File: src/rtl/pipeline_hazard_ctrl_pkg.sv
// Shared encodings for the RV32I hazard controller: forwarding selects,
// handshake FSM states and the register-write "none" mode.
package pipeline_hazard_ctrl_pkg;

    typedef enum logic [1:0] {
        ST_RSTFLUSH = 2'd0,
        ST_IDLE     = 2'd1,
        ST_WAIT     = 2'd2
    } hz_state_e;

    localparam logic [1:0] FWD_REG = 2'b00;
    localparam logic [1:0] FWD_WB  = 2'b01;
    localparam logic [1:0] FWD_MEM = 2'b10;

    localparam logic [2:0] NOREGWRITE = 3'b000;

    // MEM result wins over WB because it is the younger write to the same register.
    function automatic logic [1:0] fwd_sel(
        input logic [4:0] rs,
        input logic       used,
        input logic [4:0] rd_m,
        input logic [2:0] rw_m,
        input logic [4:0] rd_w,
        input logic [2:0] rw_w
    );
        logic [1:0] sel;
        sel = FWD_REG;
        if (used && (rw_m != NOREGWRITE) && (rd_m != 5'd0) && (rd_m == rs))
            sel = FWD_MEM;
        else if (used && (rw_w != NOREGWRITE) && (rd_w != 5'd0) && (rd_w == rs))
            sel = FWD_WB;
        return sel;
    endfunction

endpackage

File: src/rtl/dmem_handshake_fsm.sv
// Post-reset flush sequencing and the data-memory request/ack handshake,
// including the access timeout and the sticky error flag.
module dmem_handshake_fsm
    import pipeline_hazard_ctrl_pkg::*;
#(
    parameter int RST_FLUSH_CYCLES = 2,
    parameter int MEM_TIMEOUT      = 64
) (
    input  logic clk_i,
    input  logic rst_i,
    input  logic mem_m_i,
    input  logic ack_i,
    output logic flush_all_o,
    output logic mem_stall_o,
    output logic dmem_req_o,
    output logic mem_err_o
);

    hz_state_e  state_q;
    logic [3:0] flush_cnt_q;
    logic [7:0] tmo_cnt_q;
    logic       mem_err_q;
    logic       tmo_last;

    assign tmo_last = (tmo_cnt_q == 8'(MEM_TIMEOUT - 1));

    always_ff @(posedge clk_i or posedge rst_i) begin
        if (rst_i) begin
            state_q     <= ST_RSTFLUSH;
            flush_cnt_q <= 4'(RST_FLUSH_CYCLES);
            tmo_cnt_q   <= 8'd0;
            mem_err_q   <= 1'b0;
        end else begin
            case (state_q)
                ST_RSTFLUSH: begin
                    if (flush_cnt_q <= 4'd1)
                        state_q <= ST_IDLE;
                    else
                        flush_cnt_q <= flush_cnt_q - 4'd1;
                end
                ST_IDLE: begin
                    if (mem_m_i && !ack_i) begin
                        state_q   <= ST_WAIT;
                        tmo_cnt_q <= 8'd0;
                    end
                end
                ST_WAIT: begin
                    if (ack_i) begin
                        state_q <= ST_IDLE;
                    end else if (tmo_last) begin
                        state_q   <= ST_IDLE;
                        mem_err_q <= 1'b1;
                    end else begin
                        tmo_cnt_q <= tmo_cnt_q + 8'd1;
                    end
                end
                default: state_q <= ST_IDLE;
            endcase
        end
    end

    // The first un-acked cycle in IDLE must already hold the pipe, otherwise the
    // access would leave MEM before the memory answers. On timeout the stall is
    // released so the abandoned access moves on.
    always_comb begin
        flush_all_o = (state_q == ST_RSTFLUSH);
        dmem_req_o  = ((state_q == ST_IDLE) && mem_m_i) || (state_q == ST_WAIT);
        mem_stall_o = ((state_q == ST_IDLE) && mem_m_i && !ack_i) ||
                      ((state_q == ST_WAIT) && !ack_i && !tmo_last);
    end

    assign mem_err_o = mem_err_q;

endmodule

File: src/rtl/pipeline_hazard_ctrl.sv
// Hazard controller for the 5-stage RV32I pipe: forwarding selects, load-use
// and control-transfer hazards, memory-wait stalls and a stall-cycle counter.
module pipeline_hazard_ctrl
    import pipeline_hazard_ctrl_pkg::*;
#(
    parameter int RST_FLUSH_CYCLES = 2,
    parameter int MEM_TIMEOUT      = 64,
    parameter int CNT_W            = 32
) (
    input  logic             CPU_CLK,
    input  logic             CPU_RST,
    input  logic [4:0]       Rs1D,
    input  logic [4:0]       Rs2D,
    input  logic [1:0]       RegReadD,
    input  logic             JalD,
    input  logic [4:0]       Rs1E,
    input  logic [4:0]       Rs2E,
    input  logic [4:0]       RdE,
    input  logic [1:0]       RegReadE,
    input  logic             MemToRegE,
    input  logic             BranchE,
    input  logic             JalrE,
    input  logic [4:0]       RdM,
    input  logic [2:0]       RegWriteM,
    input  logic             MemToRegM,
    input  logic [3:0]       MemWriteM,
    input  logic [4:0]       RdW,
    input  logic [2:0]       RegWriteW,
    input  logic             DMemAck,
    output logic             DMemReq,
    output logic             StallF,
    output logic             StallD,
    output logic             StallE,
    output logic             StallM,
    output logic             StallW,
    output logic             FlushF,
    output logic             FlushD,
    output logic             FlushE,
    output logic             FlushM,
    output logic             FlushW,
    output logic [1:0]       Forward1E,
    output logic [1:0]       Forward2E,
    output logic             MemErr,
    output logic [CNT_W-1:0] StallCycles
);

    logic             mem_m;
    logic             flush_all;
    logic             mem_stall;
    logic             load_use;
    logic             ctrl_e;
    logic [CNT_W-1:0] stall_cnt_q;
    logic [CNT_W-1:0] stall_cnt_d;

    assign mem_m = MemToRegM || (MemWriteM != 4'd0);

    dmem_handshake_fsm #(
        .RST_FLUSH_CYCLES (RST_FLUSH_CYCLES),
        .MEM_TIMEOUT      (MEM_TIMEOUT)
    ) u_dmem_fsm (
        .clk_i       (CPU_CLK),
        .rst_i       (CPU_RST),
        .mem_m_i     (mem_m),
        .ack_i       (DMemAck),
        .flush_all_o (flush_all),
        .mem_stall_o (mem_stall),
        .dmem_req_o  (DMemReq),
        .mem_err_o   (MemErr)
    );

    assign Forward1E = fwd_sel(Rs1E, RegReadE[1], RdM, RegWriteM, RdW, RegWriteW);
    assign Forward2E = fwd_sel(Rs2E, RegReadE[0], RdM, RegWriteM, RdW, RegWriteW);

    assign load_use = MemToRegE && (RdE != 5'd0) &&
                      (((RdE == Rs1D) && RegReadD[1]) || ((RdE == Rs2D) && RegReadD[0]));
    assign ctrl_e   = BranchE || JalrE;

    // A frozen EX must keep its branch, so a memory stall masks every D/E action.
    always_comb begin
        StallF = 1'b0;
        StallD = 1'b0;
        StallE = 1'b0;
        StallM = 1'b0;
        StallW = 1'b0;
        FlushF = 1'b0;
        FlushD = 1'b0;
        FlushE = 1'b0;
        FlushM = 1'b0;
        FlushW = 1'b0;
        if (flush_all) begin
            FlushF = 1'b1;
            FlushD = 1'b1;
            FlushE = 1'b1;
            FlushM = 1'b1;
            FlushW = 1'b1;
        end else if (mem_stall) begin
            StallF = 1'b1;
            StallD = 1'b1;
            StallE = 1'b1;
            StallM = 1'b1;
            FlushW = 1'b1;
        end else if (ctrl_e) begin
            FlushD = 1'b1;
            FlushE = 1'b1;
        end else begin
            FlushD = JalD;
            if (load_use) begin
                StallF = 1'b1;
                StallD = 1'b1;
                FlushE = 1'b1;
            end
        end
    end

    always_comb begin
        stall_cnt_d = stall_cnt_q;
        if (StallF && (stall_cnt_q != {CNT_W{1'b1}}))
            stall_cnt_d = stall_cnt_q + {{(CNT_W-1){1'b0}}, 1'b1};
    end

    always_ff @(posedge CPU_CLK or posedge CPU_RST) begin
        if (CPU_RST)
            stall_cnt_q <= '0;
        else
            stall_cnt_q <= stall_cnt_d;
    end

    assign StallCycles = stall_cnt_q;

endmodule

File: config.mk
export PLATFORM = sky130hd
export DESIGN_NAME = pipeline_hazard_ctrl
export DESIGN_NICKNAME = d
export VERILOG_FILES = /design/src/rtl/pipeline_hazard_ctrl_pkg.sv /design/src/rtl/dmem_handshake_fsm.sv /design/src/rtl/pipeline_hazard_ctrl.sv
export SDC_FILE = /design/constraint.sdc
export NUM_CORES = 1
export LEC_CHECK = 0
export ABC_AREA = 1
export CAP_MARGIN = 10
export CORE_MARGIN = 2
export CORE_UTILIZATION = 52
export DETAILED_ROUTE_END_ITERATION = 8
export PLACE_DENSITY = 0.95
export SYNTH_ARGS = -nofsm -noshare
export SYNTH_HDL_FRONTEND = slang
export SYNTH_SLANG_ARGS = --single-unit
export TNS_END_PERCENT = 30
File: constraint.sdc
create_clock -name CPU_CLK -period 3.5 [get_ports CPU_CLK]
set_input_delay 0.875 -clock CPU_CLK [delete_from_list [all_inputs] [get_ports CPU_CLK]]
set_output_delay 0.875 -clock CPU_CLK [all_outputs]
set_load 0.02 [all_outputs]
* Yosys cells after proc, flatten, opt, wreduce, memory -nomap -nowiden
Cells that the tools add are included.
** Storage, ports and cells
- Register bits :: 47
- Output and inout bits :: 48
** Operators by class
- Reduce and logical (&&, ||, !) cells :: 41
- Multiplexer cells :: 27
- Bitwise operators :: 2
- Magnitude comparators :: 1
- Equal/unequal tests :: 15
- $add $sub $neg :: 3
** Operators with widths (count)
- 32-bit by 1-bit adder with 32-bit output, second input constant :: 1
- 32-bit inequality test, second input constant :: 1
- 5-bit equality test :: 6
- 8-bit two-way mux :: 3
- 1-bit logical AND :: 22
- 1-bit two-way mux :: 16
- 8-bit one-hot mux with 2 select lines :: 1
- 5-bit nonzero test :: 3
- 2-bit two-way mux :: 6
- 8-bit by 1-bit adder with 8-bit output, second input constant :: 1
- 8-bit by 6-bit equality test with 1-bit output, second input constant :: 1
- 2-bit one-hot mux with 3 select lines :: 1
- 3-bit AND reduction :: 2
- 3-bit nonzero test :: 2
- 1-bit logical OR :: 5
- 4-bit by 1-bit less-or-equal comparator with 1-bit output, second input constant :: 1
- 2-bit by 1-bit inequality test with 1-bit output, second input constant :: 2
- 2-bit inequality test, second input constant :: 2
- 4-bit AND reduction :: 1
- 4-bit nonzero test :: 1
- 4-bit by 1-bit subtractor with 4-bit output, second input constant :: 1
- 3-bit by 2-bit inequality test with 1-bit output, second input constant :: 1
- 2-bit by 1-bit equality test with 1-bit output, second input constant :: 1
- 2-bit equality test, second input constant :: 1
- 5 further kinds :: 7

* Logic depth before layout (Yosys ltp)
Gate-level depths: netlist of the first run.
- Depth after elaboration :: 9
- Depth in mapped cells :: 12
- Gate-level depth less buffers :: 11

* By module
From an unflattened synthesis of the first run, not the netlist that was laid out.
** Second synthesis, totals
- Cell total of the unflattened synthesis :: 569
- Area, all modules :: 3692.3 um2
** By module, submodules not included
- pipeline_hazard_ctrl :: area each 2820.2 um2, cells each 459, seq. area each 800.8 um2, instances 1
- dmem_handshake_fsm :: area each 872.1 um2, cells each 110, seq. area each 376.6 um2, instances 1

* Worst setup path before layout of the first run
OpenSTA, ideal clock, no wires.
- Kind :: input to output
- From :: in MemWriteM[3]
- To :: out StallF
- Cell stages on the path :: 8
- Arrival :: 1.967 ns
- Path slack :: 0.658 ns
- Path buffers :: 2
- Cells stage by stage :: nor3_1 -> nand2_1 -> nand3_1 -> nand2_2 -> inv_1 -> nand2_2 -> buf_2 -> buf_4
** On the way
- Cells in the longest elaborated chain, start to end :: 7
** Ends and longest elaborated chain
- from (decl) :: line pipeline_hazard_ctrl.sv:26 : input logic [3:0] MemWriteM,
- 4-bit nonzero test :: line pipeline_hazard_ctrl.sv:55 : assign mem_m = MemToRegM || (MemWriteM != 4'd0);
- 1-bit logical OR :: line pipeline_hazard_ctrl.sv:55
- 1-bit logical AND (2 in a row) :: line dmem_handshake_fsm.sv:68 : mem_stall_o = ((state_q == ST_IDLE) && mem_m_i && !ack_i) ||
- 1-bit logical OR :: line dmem_handshake_fsm.sv:68
- 1-bit two-way mux (2 in a row)
- to (decl) :: line pipeline_hazard_ctrl.sv:31 : output logic StallF,
No other way between the ends.

* Worst setup path after layout of the first run
- From :: in RdM[0]
- To :: out Forward2E[0]
** On the way
- Cells in the longest elaborated chain, start to end :: 4
- Elaborated cells between the ends (all ways) :: 5
** Ends and longest elaborated chain
- from (decl) :: line pipeline_hazard_ctrl.sv:23 : input logic [4:0] RdM,
- 5-bit nonzero test :: line pipeline_hazard_ctrl_pkg.sv:28 : if (used && (rw_m != NOREGWRITE) && (rd_m != 5'd0) && (rd_m == rs))
- 1-bit logical AND :: line pipeline_hazard_ctrl_pkg.sv:28
- 1-bit logical AND (*) :: line pipeline_hazard_ctrl_pkg.sv:28
- 2-bit two-way mux (*) :: line pipeline_hazard_ctrl_pkg.sv:28
- to (decl) :: line pipeline_hazard_ctrl.sv:42 : output logic [1:0] Forward2E,
Mark *: on every way between the ends. The rest lies on a longest branch, timed or not.

==> results of run 1 <==
## placed cells by master, fill, tap and decap left out, drive strengths merged, types with 2 or more instances in the layout
cell / instances
o22ai: 7
ha: 4
clkdlybuf4s50: 94
nand4: 10
a21oi: 9
xnor2: 10
dlygate4sd2: 6
nor4: 3
clkbuf: 6
nand2: 198
o21ai: 8
nand3: 60
inv: 74
nor2: 57
dlymetal6s2s: 3
a211oi: 3
buf: 6
o2111ai: 2
nor3: 19
xor2: 17
dfrtp: 46
## metrics by stage
stage / std cells / util [%] / power, mW / hold WS (ns)
after CTS: 735 / 70.9 / 1.57 / 0.484
after floorplan: 552 / - / 0.937 / 0.443
after global routing: 735 / 71.0 / 1.65 / 0.508
after detailed placement: 727 / 69.2 / 1.17 / 0.466
final: 735 / 71.0 / 1.57 / 0.481
after global placement: 727 / 69.2 / 1.14 / 0.459
## final timing paths
check	end	slack [ns]	cells after the start
worst max-delay path	Forward2E[0]	0.17	8
worst min-delay path	u_dmem_fsm.mem_err_o	0.48	1
worst max register to register	StallCycles[29]	0.99	9
worst min register to register	u_dmem_fsm.mem_err_o	0.48	1
max in group asynchronous	StallCycles[20]	1.79	2
min in group asynchronous	StallCycles[15]	1.10	2
## metal layers
metal / wire (um) / part of all wire (%) / vias up / GRT usage (%)
li1: - / - / 1957 / -
met1: 4250 / 41 / 1818 / 34.4
met2: 5070 / 49 / 193 / 49.5
met3: 819 / 7.8 / 30 / 3.89
met4: 301 / 2.9 / 0 / 10.9
met5: 0 / 0 / - / 0
## flip-flops by register name, summed over array words and instances, names as in the netlist
name / count
StallCycles: 32
u_dmem_fsm.flush_cnt_q: 4
u_dmem_fsm.state_q: 2
u_dmem_fsm.mem_err_o: 1
u_dmem_fsm.tmo_cnt_q: 8
## area by class of cell
cell class,instances,share of cell area [%]
inverter,74,5.82
sequential,47,24.7
tap,80,2.10
clock inverter,2,0.735
clock buffer,6,1.73
multi-input combinational,417,42.4
timing repair buffer,109,22.6
## power by group through the flow
| stage | clock [mW] | sequential (mW) | combinational, mW |
|---|---|---|---|
| 2_1_floorplan | 0 | 0.651 | 0.286 |
| 3_3_place_gp | 0 | 0.630 | 0.514 |
| 3_5_place_dp | 0 | 0.634 | 0.531 |
| 4_1_cts | 0.423 | 0.623 | 0.526 |
| 5_1_grt | 0.447 | 0.630 | 0.571 |
| 6_report | 0.418 | 0.623 | 0.524 |
## cells by family after synthesis
| logic type | Yosys count |
|---|---|
| adders and majority gates | 4 |
| DFF | 47 |
| and+or+nand+nor | 351 |
| other | 1 |
| AOI/OAI and AO/OA | 34 |
| buffers and inverters | 88 |
| xor gates and xnor gates | 27 |
## timing repair
item / CTS / global route
gates resized for setup: 6 / 3
setup endpoints to repair: 6 / 3
endpoints found under the hold margin: 0 / 0
cloned: 0 / 0
==> impl_metrics.ini, run 1 <==
[run_status]
run_status = finished clean

[layout]
drive_above_1_share_pct = 3.82
antenna_cells = 0
areaGrowthSynthToFinish_pct = 33.4
ff_latch_area_mm2 = 0.00118
fin_nets = 715
multiInputGateArea_mm2 = 0.00202
fin_area_mm2 = 0.00477
fillers = 574

[critical_path]
crit_chain = clkdlybuf4s50_1 > inv_1 > o22ai_1 > a211oi_1 > nand3_1 > nor2_1 > nor2_1 > dlygate4sd2_1
cp.required_ns = 2.62
critPathKind = in -> out
cp_slowest_cell = clkdlybuf4s50_1
crit_family = buffers and inverters
critPathArrivalTime_ns = 2.45
crit_path_max_incr_delay_ns = 0.48
cpMostUsedCell = nor2_1
cp_max_fo = 3
crit_path_end_kind = output port
r2r-start = StallCycles[0]
crit_start = RdM[0]
path_buf_inv = 3
cp-start-kind = input port

[pwr]
p_int_mw = 1.03
clkPwrFrac_pct = 26.7
p_per_area_mw_per_mm2 = 328
ir_drop_mv = 0.213
pwr-share-comb_pct = 33.5
seq_power_share_pct = 39.8
leakagePower_nw = 2.34
p_sw_mw = 0.535
switching_share_pct = 34.2

[synthesis]
mappedNetlistArea_mm2 = 0.00357
ys_seq_area_share_pct = 32.9
synthSimpleGateAreaFrac_pct = 42.6
synthMuxAreaShare_pct = 0
ys_warn_count = 0
ys_top_cells_by_count = nand2_1, inv_1, nand3_1
synth_top_area_cell = dfrtp_1
synthArstFlopShare_pct = 100
synth_top_family_by_area = simple AND/OR/NAND/NOR gates
synth_seq_cells = 47
synth_cells = 552
synth.most_common_cell = nand2_1
synth_compound_area_share_pct = 5.78
synth-xor-area-share_pct = 6.62
synth_edf_count = 0
ys_types = 35
synthAdderAreaFrac_pct = 1.40
avgSynthCellArea_um2 = 6.48
synth_top_area_share_pct = 32.2
synthFlopType = dfrtp_1
synthTopCellsByArea = dfrtp_1, nand2_1, nand3_1
syn_nets = 613

[placed_design]
dp_hpwl_um = 8030
portBuffers = 103
gp_congestion = 0.978
place_area_mm2 = 0.00465
pre_cts_ws_ns = -0.0552

[cts]
cts_root_buf = clkbuf_8
cts_tree = built
clockBufferDepth = 2
post_cts_buffers = 0
htreeDepth = 2
clk_latency_ns = 0.30
cts_inserted_buffers = 5
cts_hold_buffers = 0
path_clk_slew_ns = 0.09
clock_sink_count = 47

[grt]
grt_pass1_vias = 3882
antenna_found_initial = 0
grt_overflow_total = 0
grt_max_degree = 48
grt_pass1_wl_um = 17100
track_usage_pct = 28.0

[sta]
worst_pin_slew_ns = 0.964
hold_viol = 0
min_period_ns = 3.33
fin_ws_ns = 0.174
skew_ns = 0.00646
grt_setup_unrepaired = false
fmaxAchievable_ghz = 0.301
timing.final.crit_share_pct = 95.0
tns_ns = 0
relSlewSlack_pct = 35.6
setup_violations = 0
slew_viol_final = 0

[route]
wl_per_cell_um = 14.2
wirelength_um = 10400
drc = 0
avgViaCountPerCell = 5.44
postRouteAntennaNets = 0
vias = 3998
dr.pass1.iters = 5
drt_iter0_markers = 259

[floorplan]
ios = 105
fp.dieArea_mm2 = 0.00755
die_height_um = 86.9
start_util_pct = 53.2
rows = 30
fp.coreArea_mm2 = 0.00672
die_w_um = 86.9

[worst_hold_path]
hp-start = u_dmem_fsm.mem_err_o
hold_path_class = reg -> reg

[run]
cap_violations = 0
No activity file was read; power rests on OpenSTA's default activity.
==> inputs of run 2 (changes only) <==
--- a/constraint.sdc
+++ b/constraint.sdc
@@ -3,2 +3,2 @@
 set_output_delay 0.875 -clock CPU_CLK [all_outputs]
-set_load 0.02 [all_outputs]
+set_load 0.01 [all_outputs]
==> impl_metrics.ini, run 2 (synthesis gave the netlist of run 1 again) <==
[critical_path]
cp_max_fo = 3
critPathArrivalTime_ns = 2.59
r2r_cells = 9
crit_chain = clkdlybuf4s50_1 > o22ai_1 > a211oi_1 > nand3_1 > nor2_1 > clkdlybuf4s50_1
cp.required_ns = 2.62
cp-start-kind = input port
cpMostUsedCell = clkdlybuf4s50_1
rr_endpoint = StallCycles[5]
crit_path_max_incr_delay_ns = 0.57
crit_path_end_kind = output port
critPathKind = in -> out
cp_slowest_cell = clkdlybuf4s50_1
reg2reg_slack_ns = 1.01
r2r-start = StallCycles[0]

[placed_design]
dp_hpwl_um = 7800
gp_congestion = 0.976
portBuffers = 103

[pwr]
ir_drop_mv = 0.225
power.total_mw = 1.53
seq_power_share_pct = 40.7
p_per_area_mw_per_mm2 = 319
leakagePower_nw = 2.35
pwr-share-comb_pct = 32.0
p_int_mw = 1.04
p_sw_mw = 0.493
clkPwrFrac_pct = 27.3
switching_share_pct = 32.2

[grt]
grt_pass1_wl_um = 16700
antenna_found_initial = 0
grt_overflow_total = 0
grt_pass1_vias = 3775
track_usage_pct = 27.4
grt_max_degree = 48

[layout]
fin_nets = 714
fillers = 526
areaGrowthSynthToFinish_pct = 34.3
drive_above_1_share_pct = 4.59
largest_reg_flops = 32
final_common_cell = nand2_1
multiInputGateArea_mm2 = 0.00204
layout_common_cells = nand2_1, clkdlybuf4s50_1, inv_1
ff_latch_area_mm2 = 0.00118
antenna_cells = 0

[route]
vias = 3997
drt_iter0_markers = 227
postRouteAntennaNets = 0
avgViaCountPerCell = 5.45
dr.pass1.iters = 5
wirelength_um = 10300
drc = 0
wl_per_cell_um = 14.0

[run]
cap_violations = 0

[sta]
min_period_ns = 3.47
setup_violations = 0
relSlewSlack_pct = 33.8
timing.final.crit_share_pct = 99.1
worst_pin_slew_ns = 0.992
slew_viol_final = 0
tns_ns = 0
fmaxAchievable_ghz = 0.288
skew_ns = 0.00498
hold_viol = 0

[floorplan]
start_util_pct = 53.2
rows = 30
die_w_um = 86.9
fp.coreArea_mm2 = 0.00672
ios = 105
fp.dieArea_mm2 = 0.00755
die_height_um = 86.9

[cts]
clock_sink_count = 47
cts_hold_buffers = 0
cts-resized-gates = 0
htreeDepth = 2
clockBufferDepth = 2
cts_root_buf = clkbuf_8
path_clk_slew_ns = 0.09
clk_latency_ns = 0.29
post_cts_buffers = 0
cts_inserted_buffers = 5
cts_tree = built

[worst_hold_path]
hp-start = u_dmem_fsm.flush_cnt_q[3]
min_to = u_dmem_fsm.flush_cnt_q[3]
hold-path-cell-count = 1
hold_path_class = reg -> reg

[run_status]
run_status = finished clean
## run 2: cell count changes in the layout (fill, tap and decap cells not counted), moves of 2 or more
cell | previous run | this run
clkdlybuf4s50_1 | 94 | 96
dlygate4sd2_1 | 6 | 0
dlymetal6s2s_1 | 3 | 7
inv_1 | 73 | 71
inv_2 | 1 | 3
## run 2: power groups by stage
stage / Sequential, mW / Combinational [mW] / Clock, mW
after global placement: 0.630 / 0.468 / 0
final: 0.622 / 0.489 / 0.417
after detailed placement: 0.633 / 0.486 / 0
after global routing: 0.628 / 0.535 / 0.444
after CTS: 0.622 / 0.489 / 0.423
after floorplan: 0.634 / 0.259 / 0
## run 2: worst max path at each step
stage,startpoint,end,slack (ns),cells past startpoint
after floorplan,MemWriteM[3],StallF,0.70,8
after global placement,RdE[0],StallD,0.07,10
after detailed placement,RdM[0],Forward2E[1],0.02,7
after CTS,RdM[0],Forward2E[1],0.02,7
after global routing,Rs2E[0],Forward2E[0],-0.002,7
final,RdM[0],Forward1E[1],0.03,6
## run 2: layer usage
layer  share of wire (%)  vias to the layer above  track usage (%)
li1                    -                     1953                -
met1                  41                     1824             33.6
met2                  49                      194             48.1
met3                 8.0                       26             4.83
met4                 2.5                        0             9.66
met5                   0                        -                0
## run 2: cell type report
type | instances | area share, %
multi-input cells | 417 | 42.5
flip-flops and latches | 47 | 24.5
repair buffers | 108 | 22.6
inverters | 74 | 5.79
well taps | 80 | 2.09
clock buffers | 6 | 1.72
clock inverters | 2 | 0.730
## run 2: critical path, delay by kind of cell
kind                   cells  cell delay, ns
buffers and inverters      2            1.11
AOI/OAI and AO/OA          2            0.33
and+or+nand+nor            2            0.27
## run 2: through the flow
step | cells | hold WS, ns | worst slack, ns | instance area, um2 | utilization, %
3_5_place_dp | 726 | 0.460 | 0.0232 | 4640 | 69.1
2_1_floorplan | 552 | 0.443 | 0.700 | 3570 | -
6_report | 734 | 0.476 | 0.0317 | 4800 | 71.4
5_1_grt | 734 | 0.511 | -0.00220 | 4800 | 71.4
3_3_place_gp | 726 | 0.458 | 0.0710 | 4640 | 69.1
4_1_cts | 734 | 0.478 | 0.0178 | 4760 | 70.9
==> RTL edit: new RTL, flow settings as in run 1 <==
Set the parameter `CNT_W` to 48 (it was 32).
--- a/src/rtl/pipeline_hazard_ctrl.sv
+++ b/src/rtl/pipeline_hazard_ctrl.sv
@@ -5,7 +5,7 @@
 #(
     parameter int RST_FLUSH_CYCLES = 2,
     parameter int MEM_TIMEOUT      = 64,
-    parameter int CNT_W            = 32
+    parameter int CNT_W            = 48
 ) (
     input  logic             CPU_CLK,
     input  logic             CPU_RST,
Ports: changed (resized StallCycles); port bits go from 105 to 121. No check against the original RTL was run, so the function may have changed too.
==> RTL edit against run 1 <==
- sequential power grew 33%
- critical path type unchanged
- sequential cell count grew 16
- power grew 45%
- synthesized area grew 36%
- worst setup slack lost 0.031 ns
- non-clock buffer count grew 18
- final area grew 32%
- synthesized cell count grew 37%
- clock skew grew 0.0021 ns
- wire length grew 32%
- clock power grew 53%
==> RTL edit: results (changes against run 1) <==
worst setup path end=StallM; maximum vdd drop=0.361 mV (+70%); FF-to-FF Start=u_dmem_fsm.state_q[1]$_DFFE_PP0P_; Fill cells=753 (+31%); Reg area=1580 sq um (+34%); Inst Count DP=975 (+34%); number of global-route vias before repair=4829 (+24%); number of nets in the layout=936 (+31%); I/O Buffers=119 (+16%); Avg Cell Area, Syn=6.44 sq um (-0.58%); non-clock buffer count=127 (+17%); Slew headroom=47.2% (+12 points); Num CTS Buffers=9 (+4); layout cell share with drive strength beyond 1=5.00% (+1.2 points); row count=35 (+17%); Distinct cells, synth=40 (+14%); hpwl dp=10.6 mm (+31%); GP Congestion=0.995 (+1.7%); Critical path origin=MemWriteM[3]; Non-clk invs=76 (+2.7%); routed wire length=13.8 mm (+32%); P_leak=2.99 nW (+28%); Setup Skew=0.00851 ns (+0.00206 ns); Psw=0.848 mW (+59%); Layout non-clock buf frac=20.0% (-2.6 points); GRT met3 Usage=4.92% (+1.0 points); final hold slack=0.465 ns (-0.0162 ns); P_clk=0.641 mW (+53%); CTS sink count=63 (+34%); Finished Layout Cells=991 (+35%); first-pass GRT wire length=22.5 mm (+32%); max FFs per register=48 (+50%); clk_lat worst skew=0.35 ns (+0.05 ns); sequential fraction of the synthesis area=32.4% (-0.52 points); synth top area cells=dfrtp_1, nand2_1, nor2_1; status=completed; Max Fanout on Critical Path=5 (+2); R2R Setup Slk=1.08 ns (+0.09 ns); reg2reg path depth=12 (+3); met3 wire len=1.16 mm (+41%); met1 Use GR=37.8% (+3.3 points); H-tree levels=3 (+1); clkbuf count=11 (+5); max incr delay on CP=0.55 ns (+0.07 ns); Syn Nets=817 (+33%)
-- RTL edit: cell types whose count changed in the layout (fill, tap and decap cells not counted), sizes merged, moves of 5 or more --
cell / before / now
nand3: 60 / 82
nor3: 19 / 11
xnor2: 10 / 21
clkbuf: 6 / 11
nand2: 198 / 289
dfrtp: 46 / 62
nor2: 57 / 119
clkdlybuf4s50: 94 / 110
nand4: 10 / 21
-- RTL edit: cells by family after synthesis --
group / after synthesis / share of synthesized area, %
AND/OR/NAND/NOR: 528 / 46.9
XOR/XNOR: 39 / 7.02
flip-flops: 63 / 32.4
AO/OA/AOI/OAI: 26 / 3.14
other: 1 / 0.0770
adder cells (fa/ha/maj): 4 / 1.03
buffers and inverters: 95 / 9.46
-- RTL edit: through the flow --
step                      setup WS (ns)  total power [mW]  TNS [ns]
after floorplan                   0.641              1.43         0
after global placement          -0.0133              1.64   -0.0338
after detailed placement        -0.0445              1.66    -0.146
after CTS                        0.0157              2.28         0
after global routing             0.0724              2.38         0
final                             0.143              2.28         0
